**config.mk**
```make
export PLATFORM = sky130hd
export DESIGN_NAME = mp3_frame_mux
export DESIGN_NICKNAME = d
export VERILOG_FILES = /design/src/rtl/mp3_pkg.sv /design/src/rtl/mp3_frame_mux.sv
export SDC_FILE = /design/constraint.sdc
export NUM_CORES = 1
export LEC_CHECK = 0
export BUFFER_PORTS_ARGS = -buffer_cell sky130_fd_sc_hd__buf_2
export CAP_MARGIN = 30
export CORE_MARGIN = 8
export CORE_UTILIZATION = 38
export CTS_CLUSTER_DIAMETER = 120
export DETAILED_ROUTE_END_ITERATION = 16
export PLACE_DENSITY_LB_ADDON = 0.08
export SETUP_SLACK_MARGIN = 0.1
export SLEW_MARGIN = 40
export SYNTH_ARGS = -nofsm -noshare
export SYNTH_HDL_FRONTEND = slang
export SYNTH_SLANG_ARGS = --single-unit
export TNS_END_PERCENT = 1
```
**constraint.sdc**
```tcl
create_clock -name clk -period 3.21 [get_ports clk]
set_clock_uncertainty 0.1 [all_clocks]
set_input_delay 0.1605 -clock clk [delete_from_list [all_inputs] [get_ports clk]]
set_output_delay 0.1605 -clock clk [all_outputs]
set_load 0.01 [all_outputs]
```
**src/rtl/mp3_pkg.sv**
```systemverilog
// Shared MPEG-1 Layer III frame constants and the frame mux/demux FSM state type.
package mp3_pkg;

  localparam int unsigned HDR_LEN         = 4;
  localparam int unsigned CRC_LEN         = 2;
  localparam int unsigned SIDE_LEN_MONO   = 17;
  localparam int unsigned SIDE_LEN_STEREO = 32;
  localparam logic [1:0]  MODE_MONO       = 2'd3;

  typedef enum logic [2:0] {
    IDLE,
    HDR,
    CRC,
    SIDE,
    MAIN
  } state_t;

endpackage

```
**src/rtl/mp3_frame_mux.sv**
```systemverilog
// mp3_frame_mux: assembles header, optional CRC16, side info and main data into
// one ready/valid byte stream in frame order.
// Optional build macro MP3_FRAME_MUX_COUNT_EN adds the frame_count output.
module mp3_frame_mux
  import mp3_pkg::*;
(
  input  logic        clk,
  input  logic        rst,
  input  logic [31:0] hdr_word,
  input  logic [10:0] hdr_frame_size,
  input  logic        hdr_valid,
  output logic        hdr_ready,
  input  logic [15:0] crc_word,
  input  logic        crc_valid,
  output logic        crc_ready,
  input  logic [7:0]  si_data,
  input  logic        si_valid,
  output logic        si_ready,
  input  logic [7:0]  md_data,
  input  logic        md_valid,
  output logic        md_ready,
  output logic [7:0]  out_data,
  output logic        out_valid,
  input  logic        out_ready,
  output logic        busy,
  output logic        err
`ifdef MP3_FRAME_MUX_COUNT_EN
  ,
  output logic [15:0] frame_count
`endif
);

  state_t      state, state_nxt;
  logic [10:0] cnt_q, cnt_nxt;
  logic [31:0] hdr_q;
  logic        crc_en_q;
  logic [10:0] side_len_q, main_len_q;

  logic [10:0] crc_len_w, side_len_w, overhead_w, main_len_w;
  logic        load, fire, accept, reject, frame_done;
  logic [7:0]  byte_nxt;

  assign load = !out_valid || out_ready;
  assign busy = (state != IDLE);

  // Segment lengths derived from the incoming header.
  always_comb begin
    crc_len_w  = hdr_word[16] ? 11'd0 : 11'(CRC_LEN);
    side_len_w = (hdr_word[7:6] == MODE_MONO) ? 11'(SIDE_LEN_MONO) : 11'(SIDE_LEN_STEREO);
    overhead_w = 11'(HDR_LEN) + crc_len_w + side_len_w;
    main_len_w = hdr_frame_size - overhead_w;
  end

  // Next state, source readies and the byte offered to the output register.
  always_comb begin
    state_nxt  = state;
    cnt_nxt    = cnt_q;
    hdr_ready  = 1'b0;
    crc_ready  = 1'b0;
    si_ready   = 1'b0;
    md_ready   = 1'b0;
    fire       = 1'b0;
    byte_nxt   = out_data;
    accept     = 1'b0;
    reject     = 1'b0;
    frame_done = 1'b0;
    case (state)
      IDLE: begin
        hdr_ready = 1'b1;
        if (hdr_valid) begin
          if (hdr_frame_size < overhead_w) begin
            reject = 1'b1;
          end else begin
            accept    = 1'b1;
            state_nxt = HDR;
            cnt_nxt   = '0;
          end
        end
      end
      HDR: begin
        if (load) begin
          fire = 1'b1;
          case (cnt_q[1:0])
            2'd0:    byte_nxt = hdr_q[31:24];
            2'd1:    byte_nxt = hdr_q[23:16];
            2'd2:    byte_nxt = hdr_q[15:8];
            default: byte_nxt = hdr_q[7:0];
          endcase
          if (cnt_q == 11'(HDR_LEN - 1)) begin
            state_nxt = crc_en_q ? CRC : SIDE;
            cnt_nxt   = '0;
          end else begin
            cnt_nxt = cnt_q + 11'd1;
          end
        end
      end
      CRC: begin
        // The CRC word is held by its source until the low byte is taken.
        crc_ready = load && (cnt_q == 11'(CRC_LEN - 1));
        if (load && crc_valid) begin
          fire     = 1'b1;
          byte_nxt = (cnt_q == 11'd0) ? crc_word[15:8] : crc_word[7:0];
          if (cnt_q == 11'(CRC_LEN - 1)) begin
            state_nxt = SIDE;
            cnt_nxt   = '0;
          end else begin
            cnt_nxt = cnt_q + 11'd1;
          end
        end
      end
      SIDE: begin
        si_ready = load;
        if (load && si_valid) begin
          fire     = 1'b1;
          byte_nxt = si_data;
          if (cnt_q == side_len_q - 11'd1) begin
            cnt_nxt = '0;
            if (main_len_q == 11'd0) begin
              state_nxt  = IDLE;
              frame_done = 1'b1;
            end else begin
              state_nxt = MAIN;
            end
          end else begin
            cnt_nxt = cnt_q + 11'd1;
          end
        end
      end
      MAIN: begin
        md_ready = load;
        if (load && md_valid) begin
          fire     = 1'b1;
          byte_nxt = md_data;
          if (cnt_q == main_len_q - 11'd1) begin
            state_nxt  = IDLE;
            cnt_nxt    = '0;
            frame_done = 1'b1;
          end else begin
            cnt_nxt = cnt_q + 11'd1;
          end
        end
      end
      default: begin
        state_nxt = IDLE;
        cnt_nxt   = '0;
      end
    endcase
  end

  // State and segment byte counter.
  always_ff @(posedge clk) begin
    if (rst) begin
      state <= IDLE;
      cnt_q <= '0;
    end else begin
      state <= state_nxt;
      cnt_q <= cnt_nxt;
    end
  end

  // Header latch, output register and reject pulse.
  always_ff @(posedge clk) begin
    if (rst) begin
      hdr_q      <= '0;
      crc_en_q   <= 1'b0;
      side_len_q <= '0;
      main_len_q <= '0;
      out_data   <= '0;
      out_valid  <= 1'b0;
      err        <= 1'b0;
    end else begin
      err <= reject;
      if (accept) begin
        hdr_q      <= hdr_word;
        crc_en_q   <= !hdr_word[16];
        side_len_q <= side_len_w;
        main_len_q <= main_len_w;
      end
      if (fire) begin
        out_data  <= byte_nxt;
        out_valid <= 1'b1;
      end else if (out_ready) begin
        out_valid <= 1'b0;
      end
    end
  end

`ifdef MP3_FRAME_MUX_COUNT_EN
  // Completed-frame counter, stepped when the final byte of a frame is loaded.
  always_ff @(posedge clk) begin
    if (rst) begin
      frame_count <= '0;
    end else if (frame_done) begin
      frame_count <= frame_count + 16'd1;
    end
  end
`else
  logic unused_done;
  assign unused_done = frame_done;
`endif

endmodule

```
==> metrics <==
status=finished, final reports clean; GR Overflow Total=0; CTS root buf=clkbuf_8; Pwr Density=647.8 mW/mm²; clock tree from TritonCTS=done; first-pass detailed-route iteration total=5; core area=~0.010 mm²; I/O pins=just under 100; RD Place Congestion=between 0.8 and 0.9; vias per cell=roughly 5.3; post-synthesis async set-or-reset flop share=0%; post-layout min period=2.901 ns; setup ws final=about 0.31 ns; beginning of the critical path=cnt_q[0]; Post-Syn Nets=620; area growth from synthesis to layout=28.58%; post-route cell area=0.005235 mm²; worst vdd ir=0.0002436 V; Final Cycle Share=90.36%; final hold violations=0; Ant. Diodes=0; CP Capture Type=register; CP Launch Type=register; Reg area=0.001401 mm²; 1st-iter DRT viols=around 300; Max Freq=344.8 MHz; die area=0.01428 mm²; Slew HR=54.29%; starting density of the core=39.26%; syn avg cell area=7.726 µm²; HP Class=in2reg; Antenna Nets Post-Route=0; CTS Buffer Depth=2; Worst EP required=3.35 ns; Least-Margin Pin Slew=about 0.7 ns; initial antenna violation count=0; nets=735; layout cell share with drive strength beyond 1=between 20% and 30%; RSZ-0062 raised after global routing=yes; Area after DPL=0.004718 mm²; CP max FO=11; met3 Usage GRT=about 4.2%; met1 usage in global routing=21.63%; Ys Warns=0; vias in the first global route=4180; die height=119.5 µm; Seq/Total Area, Yosys=34.42%; TritonCTS Buffers=9; static leakage=about 2.2 nW; Max Cap Viol=0; Clock transition at path regs=0.08 ns; class of the most critical setup path=reg2reg; share of the synthesized area in the top cell type=34.42%; FF+latch count, synth=70; Setup TNS=0 ns; Post-Place Setup Slack=about 0.4 ns; Vias=4153; Remaining DRCs=0; ys flop type=dfxtp_1; Buffers on Ports=96; largest net degree at the start of global routing=62; final setup vio count=0; commonest non-fill, non-tap cell in the layout=nand2_1; FP Rows=37; post-synthesis cell type count=56; clock latency on the worst-skew pair=0.36 ns; area of the multi-input gates=0.002464 mm²; H-tree depth=3; busiest grt layer=met2; Horiz. Die Dim=around 120 µm; Post-synth EDFFs=0; hpwl dp=9106 µm; final wirelength=12380 µm; Total GRT Usage=roughly 17%; met2 usage=~28%; filler cell count=1046; commonest cells after routing, fill and taps aside=105 x nand2_1, 96 x buf_2, 70 x dfxtp_1, 57 x a21oi_1, 33 x nor2_1; clk sink count=70; Worst EP arrival=3.04 ns; top post-synthesis cells by area=dfxtp_1 34%, nand2_1 9.7%, a21oi_1 7.0%, mux2i_1 5.7%, xnor2_1 3.4%; worst r2r src=cnt_q[0]; first-pass GRT wire length=20210 µm; gate count after technology mapping=527; Mapped Area=0.004071 mm²; Synth area leader=dfxtp_1; Max Slew Vio Count=0; routed length per placed instance=15.81 µm; min-delay src=hdr_frame_size[8]
## flip-flops by register name, indices dropped and copies added (netlist names), 2 cells and up
name and flops:
state 3, hdr_q 32, main_len_q 11, cnt_q 11, out_data 8, side_len_q 2
## final cells by class
cell class,instances,share of cell area [%]
multi-input cells,401,47.06
flip-flops and latches,70,26.77
repair buffers,142,17.73
well taps,136,3.250
clock buffers,9,2.366
clock inverters,7,1.530
inverters,18,1.291
## Yosys cell counts (4+ instances only)
cell type and number:
buf_1 4, nand2_1 105, a21oi_1 57, nor3_1 4, a211oi_1 8, o311ai_0 5
nand3_1 11, dfxtp_1 70, a22o_1 7, nor2_1 34, o22ai_1 5, clkbuf_1 29
xnor2_1 16, ha_1 10, buf_2 4, xor2_1 4, inv_1 18, o221ai_1 7
nor2b_1 14, nor3b_1 5, a222oi_1 8, mux2i_1 23, o21ai_0 11, and3_1 4
nand2b_1 9, nor4_1 5, or4_1 4, or3_1 4
## stage by stage
| step | instances | power [mW] | utilization, % | hold WS, ns |
|---|---|---|---|---|
| global route | 783 | 3.627 | 50.48 | 0.03732 |
| CTS | 783 | 3.407 | 50.46 | 0.01494 |
| global placement | 736 | 2.612 | 45.50 | 0.3020 |
| floorplan | 527 | 2.159 | - | 0.1965 |
| detailed placement | 736 | 2.621 | 45.50 | 0.3069 |
| finish | 783 | 3.391 | 50.48 | 0.02396 |
## timing repair
action,4_1_cts,5_1_grt
endpoints found under the hold margin,31,0
hold buffers,31,0
setup buffers,0,0
endpoints found under the setup margin,0,2
gates resized for setup,0,2
## where the power goes
part           switching [mW]  leakage (nW)  internal, mW
Sequential              0.161         0.573          1.03
Clock                   0.382        0.0968         0.368
Combinational           0.817          1.51         0.638
## critical path: stages, from the launching register on
cell and delay (ns):
dfxtp_1 0.41, ha_1 0.37, inv_1 0.38, o22ai_1 0.13, a211oi_1 0.36, nand2_1 0.21
a311oi_2 0.30, nand2_2 0.18, o311ai_0 0.35
## cell families (layout without fill, tap and decap cells)
logic type | Yosys count | count (layout) | synth area share [%]
AO/OA/AOI/OAI | 129 | 129 | 21.05
XOR/XNOR | 21 | 21 | 4.855
adder cells (fa/ha/maj) | 11 | 11 | 3.565
buffers and inverters | 56 | 176 | 5.316
flip-flops | 70 | 70 | 34.42
multiplexers | 23 | 23 | 5.655
AND/OR/NAND/NOR | 217 | 217 | 25.14
## worst paths after layout
check | endpoint | slack, ns | cells after the start
setup / recovery | cnt_q[9] | 0.31 | 8
hold / removal | main_len_q[8] | 0.02 | 3
setup reg to reg | cnt_q[9] | 0.31 | 8
hold reg to reg | hdr_q[0] | 0.36 | 2
## routing by layer
metal	vias to the layer above	share of wire, %
met1	1933	47
met4	0	1.4
met2	101	47
met5	-	0
met3	17	4.5
li1	2102	-
Note: power is estimated with default switching activity, not from simulation.
